`config.mk`:
```
export PLATFORM = sky130hd
export DESIGN_NAME = sdram_port_ctrl
export DESIGN_NICKNAME = d
export VERILOG_FILES = /design/src/rtl/sdram_port_ctrl.sv
export SDC_FILE = /design/constraint.sdc
export NUM_CORES = 1
export LEC_CHECK = 0
export CAP_MARGIN = 20
export CORE_MARGIN = 1
export CORE_UTILIZATION = 50
export CTS_CLUSTER_DIAMETER = 50
export CTS_CLUSTER_SIZE = 16
export DETAILED_ROUTE_END_ITERATION = 7
export GPL_TIMING_DRIVEN = 1
export PLACE_DENSITY = 0.85
export REMOVE_ABC_BUFFERS = 1
export SLEW_MARGIN = 40
export SYNTH_ARGS = -nofsm -noshare
export SYNTH_HDL_FRONTEND = slang
export SYNTH_SLANG_ARGS = --single-unit
```
`constraint.sdc`:
```
create_clock -name i_sysclk -period 7.15 [get_ports i_sysclk]
set_input_delay 1.43 -clock i_sysclk [delete_from_list [all_inputs] [get_ports i_sysclk]]
set_output_delay 1.43 -clock i_sysclk [all_outputs]
set_load 0.05 [all_outputs]
```
`src/rtl/sdram_port_ctrl.sv`:
```
// sdram_port_ctrl: round-robin write/read burst scheduler between frame FIFOs and an SDRAM user port
module sdram_port_ctrl #(
  parameter int BURST_MAX = 512
) (
  input  logic        i_sysclk,
  input  logic        i_sysrst,
  input  logic        i_init_done,
  input  logic [23:0] i_wr_b_addr,
  input  logic [23:0] i_wr_e_addr,
  input  logic [23:0] i_rd_b_addr,
  input  logic [23:0] i_rd_e_addr,
  input  logic [9:0]  i_wr_burst_len,
  input  logic [9:0]  i_rd_burst_len,
  input  logic        i_wr_addr_rst,
  input  logic        i_rd_addr_rst,
  input  logic        i_rd_en,
  input  logic [9:0]  i_wfifo_usedw,
  input  logic [15:0] i_wfifo_data,
  output logic        o_wfifo_rd_en,
  input  logic [9:0]  i_rfifo_usedw,
  output logic        o_rfifo_wr_en,
  output logic [15:0] o_rfifo_data,
  output logic        o_wr_req,
  output logic [23:0] o_wr_addr,
  output logic [9:0]  o_wr_burst_len,
  output logic [15:0] o_wr_data,
  input  logic        i_wr_ack,
  output logic        o_rd_req,
  output logic [23:0] o_rd_addr,
  output logic [9:0]  o_rd_burst_len,
  input  logic [15:0] i_rd_data,
  input  logic        i_rd_ack
);
  typedef enum logic [1:0] {IDLE, WR, RD} state_t;
  localparam logic [9:0] BMAX = 10'(BURST_MAX);
  state_t state;
  logic [23:0] wr_ptr, rd_ptr, wr_nxt, rd_nxt;
  logic [9:0] wr_len, rd_len;
  logic wr_rst_pend, rd_rst_pend, last_wr, wr_ack_q, rd_ack_q;
  logic wr_pend, rd_pend, wr_done, rd_done, wr_wrap, rd_wrap;
  assign o_wr_data = i_wfifo_data;
  assign o_wfifo_rd_en = i_wr_ack;
  assign o_rfifo_data = i_rd_data;
  assign o_rfifo_wr_en = i_rd_ack;
  assign wr_len = (i_wr_burst_len > BMAX) ? BMAX : i_wr_burst_len;
  assign rd_len = (i_rd_burst_len > BMAX) ? BMAX : i_rd_burst_len;
  assign wr_pend = i_init_done && (i_wfifo_usedw >= wr_len);
  assign rd_pend = i_init_done && i_rd_en && (i_rfifo_usedw < rd_len);
  assign wr_done = wr_ack_q && !i_wr_ack;
  assign rd_done = rd_ack_q && !i_rd_ack;
  assign wr_nxt = wr_ptr + 24'(o_wr_burst_len);
  assign rd_nxt = rd_ptr + 24'(o_rd_burst_len);
  // 25-bit compare so pointer + length can never overflow the check
  assign wr_wrap = ({1'b0, wr_nxt} + 25'(o_wr_burst_len)) > {1'b0, i_wr_e_addr};
  assign rd_wrap = ({1'b0, rd_nxt} + 25'(o_rd_burst_len)) > {1'b0, i_rd_e_addr};
  always_ff @(posedge i_sysclk) begin
    if (i_sysrst) begin
      state <= IDLE;
      o_wr_req <= 1'b0;
      o_rd_req <= 1'b0;
      o_wr_addr <= '0;
      o_rd_addr <= '0;
      o_wr_burst_len <= '0;
      o_rd_burst_len <= '0;
      wr_ptr <= i_wr_b_addr;
      rd_ptr <= i_rd_b_addr;
      wr_rst_pend <= 1'b0;
      rd_rst_pend <= 1'b0;
      last_wr <= 1'b0;
      wr_ack_q <= 1'b0;
      rd_ack_q <= 1'b0;
    end else begin
      wr_ack_q <= (state == WR) && i_wr_ack;
      rd_ack_q <= (state == RD) && i_rd_ack;
      if (i_wr_addr_rst && state != WR) wr_ptr <= i_wr_b_addr;
      if (i_rd_addr_rst && state != RD) rd_ptr <= i_rd_b_addr;
      case (state)
        IDLE: begin
          if (wr_pend && (!rd_pend || !last_wr)) begin
            state <= WR;
            o_wr_req <= 1'b1;
            o_wr_addr <= i_wr_addr_rst ? i_wr_b_addr : wr_ptr;
            o_wr_burst_len <= wr_len;
            last_wr <= 1'b1;
          end else if (rd_pend) begin
            state <= RD;
            o_rd_req <= 1'b1;
            o_rd_addr <= i_rd_addr_rst ? i_rd_b_addr : rd_ptr;
            o_rd_burst_len <= rd_len;
            last_wr <= 1'b0;
          end
        end
        WR: begin
          if (i_wr_addr_rst) wr_rst_pend <= 1'b1;
          if (wr_done) begin
            state <= IDLE;
            o_wr_req <= 1'b0;
            wr_ptr <= (wr_rst_pend || i_wr_addr_rst || wr_wrap) ? i_wr_b_addr : wr_nxt;
            wr_rst_pend <= 1'b0;
          end
        end
        RD: begin
          if (i_rd_addr_rst) rd_rst_pend <= 1'b1;
          if (rd_done) begin
            state <= IDLE;
            o_rd_req <= 1'b0;
            rd_ptr <= (rd_rst_pend || i_rd_addr_rst || rd_wrap) ? i_rd_b_addr : rd_nxt;
            rd_rst_pend <= 1'b0;
          end
        end
        default: state <= IDLE;
      endcase
    end
  end
endmodule

```
== Word-level counts from Yosys, hierarchy flattened ==
Cells that the tools add are included.

* $add $sub $neg: 4
* Order comparisons: 6
* Equality and inequality tests: 10
* Multiplexer cells: 32
* Bitwise gates (word level): 1
* Reduce and logical (&&, ||, !) cells: 33

{| class="wikitable"
|+ Operator list
! cell !! number
|-
| 2-to-1 mux 24 bit || 12
|-
| adder 24 x 10 -> 25 bit || 2
|-
| > comparator 25 x 24 -> 1 bit || 2
|-
| adder 24 x 10 -> 24 bit || 2
|-
| > comparator 10 bit (second input constant) || 2
|-
| 2-to-1 mux 10 bit || 2
|-
| != test 2 bit (second input constant) || 6
|-
| 2-to-1 mux 1 bit || 11
|-
| >= comparator 10 bit || 1
|-
| logical AND 1 bit || 10
|-
| < comparator 10 bit || 1
|-
| nonzero test 2 bit || 5
|-
| AND reduction 3 bit || 3
|-
| 2-to-1 mux 2 bit || 4
|-
| AND reduction 2 bit || 4
|-
| one-hot mux 2 bit (3 select lines) || 1
|-
| logical OR 1 bit || 5
|-
| zero test 1 bit || 4
|-
| one-hot mux 1 bit (2 select lines) || 2
|-
| AND reduction 4 bit || 1
|-
| != test 3 bit (second input constant) || 1
|-
| equality test 2 x 1 -> 1 bit (second input constant) || 1
|-
| equality test 2 bit (second input constant) || 1
|-
| zero test 2 bit || 1
|-
| other kinds (2) || 2
|}

* Register bits after elaboration: 125
* Bits of input ports: 176
* Output and inout port bits: 104
* Logic and storage cells: 100

== Logic depth before layout (Yosys ltp) ==
* Depth after elaboration: 9
* Gate-level depth with buffers: 30
* Depth with buffers taken out: 29

== Least setup slack after synthesis ==
OpenSTA, ideal clock, no wires.

* Kind: flip-flop to flip-flop
* From: register o_wr_burst_len[0]
* To: register wr_ptr[2]
* Library setup time: 119 ps
* Arrival: 6213 ps
* Data required time: 7031 ps
* Slack: 818 ps
* Cell stages (with the launch flop): 29
* Buffers on the path: 1
* Period minus slack after synthesis: 6332 ps
* Cells stage by stage: dfxtp_1 ha_1 fa_1 a21o_1 a221o_1 a21o_1 a21oi_1 xor2_1 inv_1 ha_1 nand2_1 o21ai_0 o21ai_0 nor3_1 nand2_1 a21oi_1 nand3_1 xor2_1 ha_1 a21o_1 a2111oi_0 o21ai_0 o21ai_0 nand2_1 a41oi_1 clkbuf_1 a21oi_1 o22ai_1 nand2_1

* Word-level cells in the longest chain between the ends: 8

{| class="wikitable"
|+ RTL lines
! item !! RTL line !! text
|-
| start, declared || 25 || <nowiki>output logic [9:0] o_wr_burst_len,</nowiki>
|-
| start signal, assigned || 83 || <nowiki>o_wr_burst_len <= wr_len;</nowiki>
|-
| adder 24 x 10 -> 24 bit || 51 || <nowiki>assign wr_nxt = wr_ptr + 24'(o_wr_burst_len);</nowiki>
|-
| adder 24 x 10 -> 25 bit || 54 || <nowiki>assign wr_wrap = ({1'b0, wr_nxt} + 25'(o_wr_burst_len)) > {1'b0, i_wr_e_addr};</nowiki>
|-
| > comparator 25 x 24 -> 1 bit || 54 ||
|-
| logical OR 1 bit || 98 || <nowiki>wr_ptr <= (wr_rst_pend || i_wr_addr_rst || wr_wrap) ? i_wr_b_addr : wr_nxt;</nowiki>
|-
| 2-to-1 mux 24 bit * || 98 ||
|-
| 2-to-1 mux 24 bit * || 95 || <nowiki>if (wr_done) begin</nowiki>
|-
| 2-to-1 mux 24 bit * || 77 || <nowiki>case (state)</nowiki>
|-
| 2-to-1 mux 24 bit * || 57 || <nowiki>if (i_sysrst) begin</nowiki>
|-
| end signal, assigned || 65 || <nowiki>wr_ptr <= i_wr_b_addr;</nowiki>
|-
| end signal, assigned || 75 || <nowiki>if (i_wr_addr_rst && state != WR) wr_ptr <= i_wr_b_addr;</nowiki>
|-
| end signal, assigned || 98 ||
|-
| end, declared || 37 || <nowiki>logic [23:0] wr_ptr, rd_ptr, wr_nxt, rd_nxt;</nowiki>
|}

Mark *: on every way between the ends. The rest lies on a longest branch, timed or not.
A chain may end at the register's enable or synchronous reset.

== Worst setup path in the final report ==
Same ends and word-level chain as after synthesis.

==> metrics.md <==
| Metric | Value |
|---|---|
| Slowest stage delay, CP | `0.42 ns` |
| Sw frac | `35.1%` |
| Final Skew | `0.0113 ns` |
| Cts hold-fix bufs | `0` |
| CTS tree | `done` |
| Die ar. | `0.0216 mm²` |
| Max layer used | `met5` |
| Normalized max-slew margin | `46.4%` |
| Core area | `0.0204 mm²` |
| Htree depth | `4` |
| Worst hold path type | `register to register` |
| Row count | `52` |
| Postcts setup bufs | `0` |
| # clock sinks | `125` |
| Initial antenna violation count | `0` |
| Worst Hold Depth | `2` |
| GRT overflow | `0` |
| Cell count after synthesis | `1,318` |
| DRC | `0` |
| Port-buffer cells | `215` |
| M1 wire length | `14,000 µm` |
| Pins Over Slew Limit | `0` |
| Asr flop ratio synth | `0%` |
| NumNets Final | `1,761` |
| Outcome | `finished clean` |
| First-pass GRT wire length | `52,600 µm` |
| Critical path data arrival time | `6.75 ns` |
| FF-to-FF Start | `o_wr_burst_len[0]` |
| Final core occ | `64.7%` |
| # setup viols final | `0` |
| Number of enable flip-flop cells after synthesis | `0` |
| Vias in the first global route | `10,314` |
| Fin area | `0.0132 mm²` |
| Worst Path Required | `7.46 ns` |
| Top post-synthesis cells by area | `dfxtp_1 (24%), ha_1 (13%), mux2i_1 (5.2%)` |
| Minimum clock period after layout | `6.44 ns` |
| CTS Root Buffer Type | `clkbuf_16` |
| Yosys cell types | `72` |
| RSZ-0062 raised after global routing | `no` |
| Later-pin clock latency in the skew report | `0.42 ns` |
| Met3 WL | `2670 µm` |
| Worst-path clk slew | `0.06 ns` |
| Largest area contributor in the netlist | `dfxtp_1` |
| Die H | `147 µm` |
| Syn-to-layout area delta | `26.0%` |
| Ys Warns | `0` |
| Commonest non-fill, non-tap cells in the layout | `clkdlybuf4s50_1 (214), nor2_1 (134), dfxtp_1 (125)` |
| Critical path class | `register to register` |
| Final worst path period share | `90.1%` |
| FF-to-FF End | `wr_ptr[2]` |
| Slowest CP cell | `fa_1` |
| Clock tree buffer depth | `2` |
| Wire length on met2 | `15,500 µm` |
| Combinational share of power | `34.3%` |
| Diodes inserted | `0` |
| DRT antenna net count | `0` |
| Max Fclk | `155 MHz` |
| Crit path max fanout | `9` |
| Commonest non-fill, non-tap cell in the layout | `clkdlybuf4s50_1` |
| Drt total wl | `32,900 µm` |
| Most used DFF post-synth | `dfxtp_1` |
| Slew @ Worst Pin | `0.804 ns` |
| Area share of the largest cell type after synthesis | `23.9%` |
| Reg-to-reg setup timing slack | `0.71 ns` |
| Launch point of the critical path | `o_wr_burst_len[0]` |
| Pre-Repair DR Iteration Count | `5` |
| Worst Setup EP | `wr_ptr[2]` |
| VDD IR-drop max | `171 µV` |
| Fillers | `1,749` |
| Chip width | `147 µm` |
| Largest net degree at the start of global routing | `74` |
| GR Util All Layers | `30.7%` |
| Crit start category | `register` |
| Post-synthesis cell area | `0.0105 mm²` |
| WL per Instance | `18.8 µm` |
| Leak | `5.51 nW` |
| Setup_tns | `0 ns` |
| DRT iter0 DRCs | `648` |
| # IOs | `280` |
| Internal | `1.69 mW` |
| Via density | `5.92` |
| Fin. Hold Viols | `0` |
| CP endpoint kind | `register` |
| Share of cells above drive strength 1 | `5.26%` |
| Sequential share of the synthesized area | `23.9%` |
| Switch Pwr | `912 µW` |
| FF-to-FF path depth | `28` |
| Placed inst area | `0.0126 mm²` |
| TritonCTS Buffers | `17` |
| PD cells | `197 mW/mm²` |
| DP HPWL | `25,100 µm` |
| Placer Congestion | `0.948` |
| Clk pwr share | `33.8%` |
| Via Count | `10,381` |
| Max_cap viols | `0` |
| Sequential Power Share | `31.8%` |
| Synthesized flop and latch total | `125` |
| Starting Density | `51.3%` |
| Syn Area/Cell | `7.96 µm²` |
-- area by class of cell --
type | count | area [µm²] | share of cell area (%)
Timing Repair Buffer | 231 | 2270 | 17.2
Sequential cell | 125 | 2500 | 18.9
Multi-Input combinational cell | 1007 | 7190 | 54.4
Tap cell | 270 | 338 | 2.56
Clock buffer | 19 | 433 | 3.28
Clock inverter | 11 | 146 | 1.11
Inverter | 90 | 338 | 2.56
-- critical path: cells and delay by family (launching register included) --
kind	cells	cell delay (ns)
compound gates	14	3.06
fa+ha+maj	4	1.30
simple gates	6	0.95
flops	1	0.36
xor+xnor	2	0.36
buf+inv	2	0.31
-- power groups by stage --
stage	clock network, mW	registers, mW	logic [mW]
after floorplan	0	0.925	0.485
after global placement	0	0.839	0.860
after detailed placement	0	0.841	0.883
after CTS	0.891	0.827	0.889
after global routing	0.922	0.835	0.982
final	0.881	0.828	0.894
-- synthesized netlist by cell type, drive strengths merged (40+ instances only) --
| library cell | n |
|---|---|
| buf | 45 |
| inv | 89 |
| a211oi | 66 |
| clkbuf | 51 |
| nor2 | 136 |
| ha | 109 |
| nand2 | 68 |
| nand3 | 40 |
| o21ai | 47 |
| a21oi | 84 |
| xnor2 | 51 |
| mux2i | 55 |
| dfxtp | 125 |
-- timing repair --
item | in CTS | in global routing
endpoints found under the hold margin | 0 | 0
setup endpoints to repair | 0 | 11
resized for setup | 0 | 2
-- cell families (layout without fill, tap and decap cells) --
logic type               Yosys count  count (layout)  share of synthesized area, %
adder cells (fa/ha/maj)          113             113                          13.8
flip-flops                       125             125                          23.9
buffers and inverters            186             351                          7.97
AND/OR/NAND/NOR                  402             402                          18.8
AO/OA/AOI/OAI                    359             359                          23.9
XOR/XNOR                          78              78                          6.51
multiplexers                      55              55                          5.25
-- sequential cells by signal (all words and copies together) (netlist names), 2 cells and up --
signal and flops:
o_rd_addr 24, o_wr_addr 24, rd_ptr 24, wr_ptr 24, o_rd_burst_len 10, o_wr_burst_len 10, state 2
-- per-stage QoR --
| stage | setup WS (ns) | hold WS (ns) | total power, mW | std cells |
|---|---|---|---|---|
| CTS | 0.512 | 0.494 | 2.61 | 1753 |
| floorplan | 0.0176 | 0.458 | 1.41 | 1222 |
| finish | 0.707 | 0.493 | 2.60 | 1753 |
| global placement | 0.697 | 0.474 | 1.70 | 1723 |
| detailed placement | 0.559 | 0.482 | 1.72 | 1723 |
| global route | 0.137 | 0.512 | 2.74 | 1753 |
-- worst min path at each step --
stage                  startpoint       endpoint
floorplan                 last_wr        last_wr
global placement          last_wr        last_wr
detailed placement       o_rd_req       o_rd_req
CTS                      o_rd_req       o_rd_req
global route        o_rd_addr[14]  o_rd_addr[14]
finish                   o_rd_req       o_rd_req
-- per-layer routing --
metal	track usage, %	up-vias
met2	51.3	409
met5	2.50	-
met4	10.1	2
met3	8.91	70
met1	37.4	4831
li1	-	5069
No activity file was read; power rests on OpenSTA's default activity.
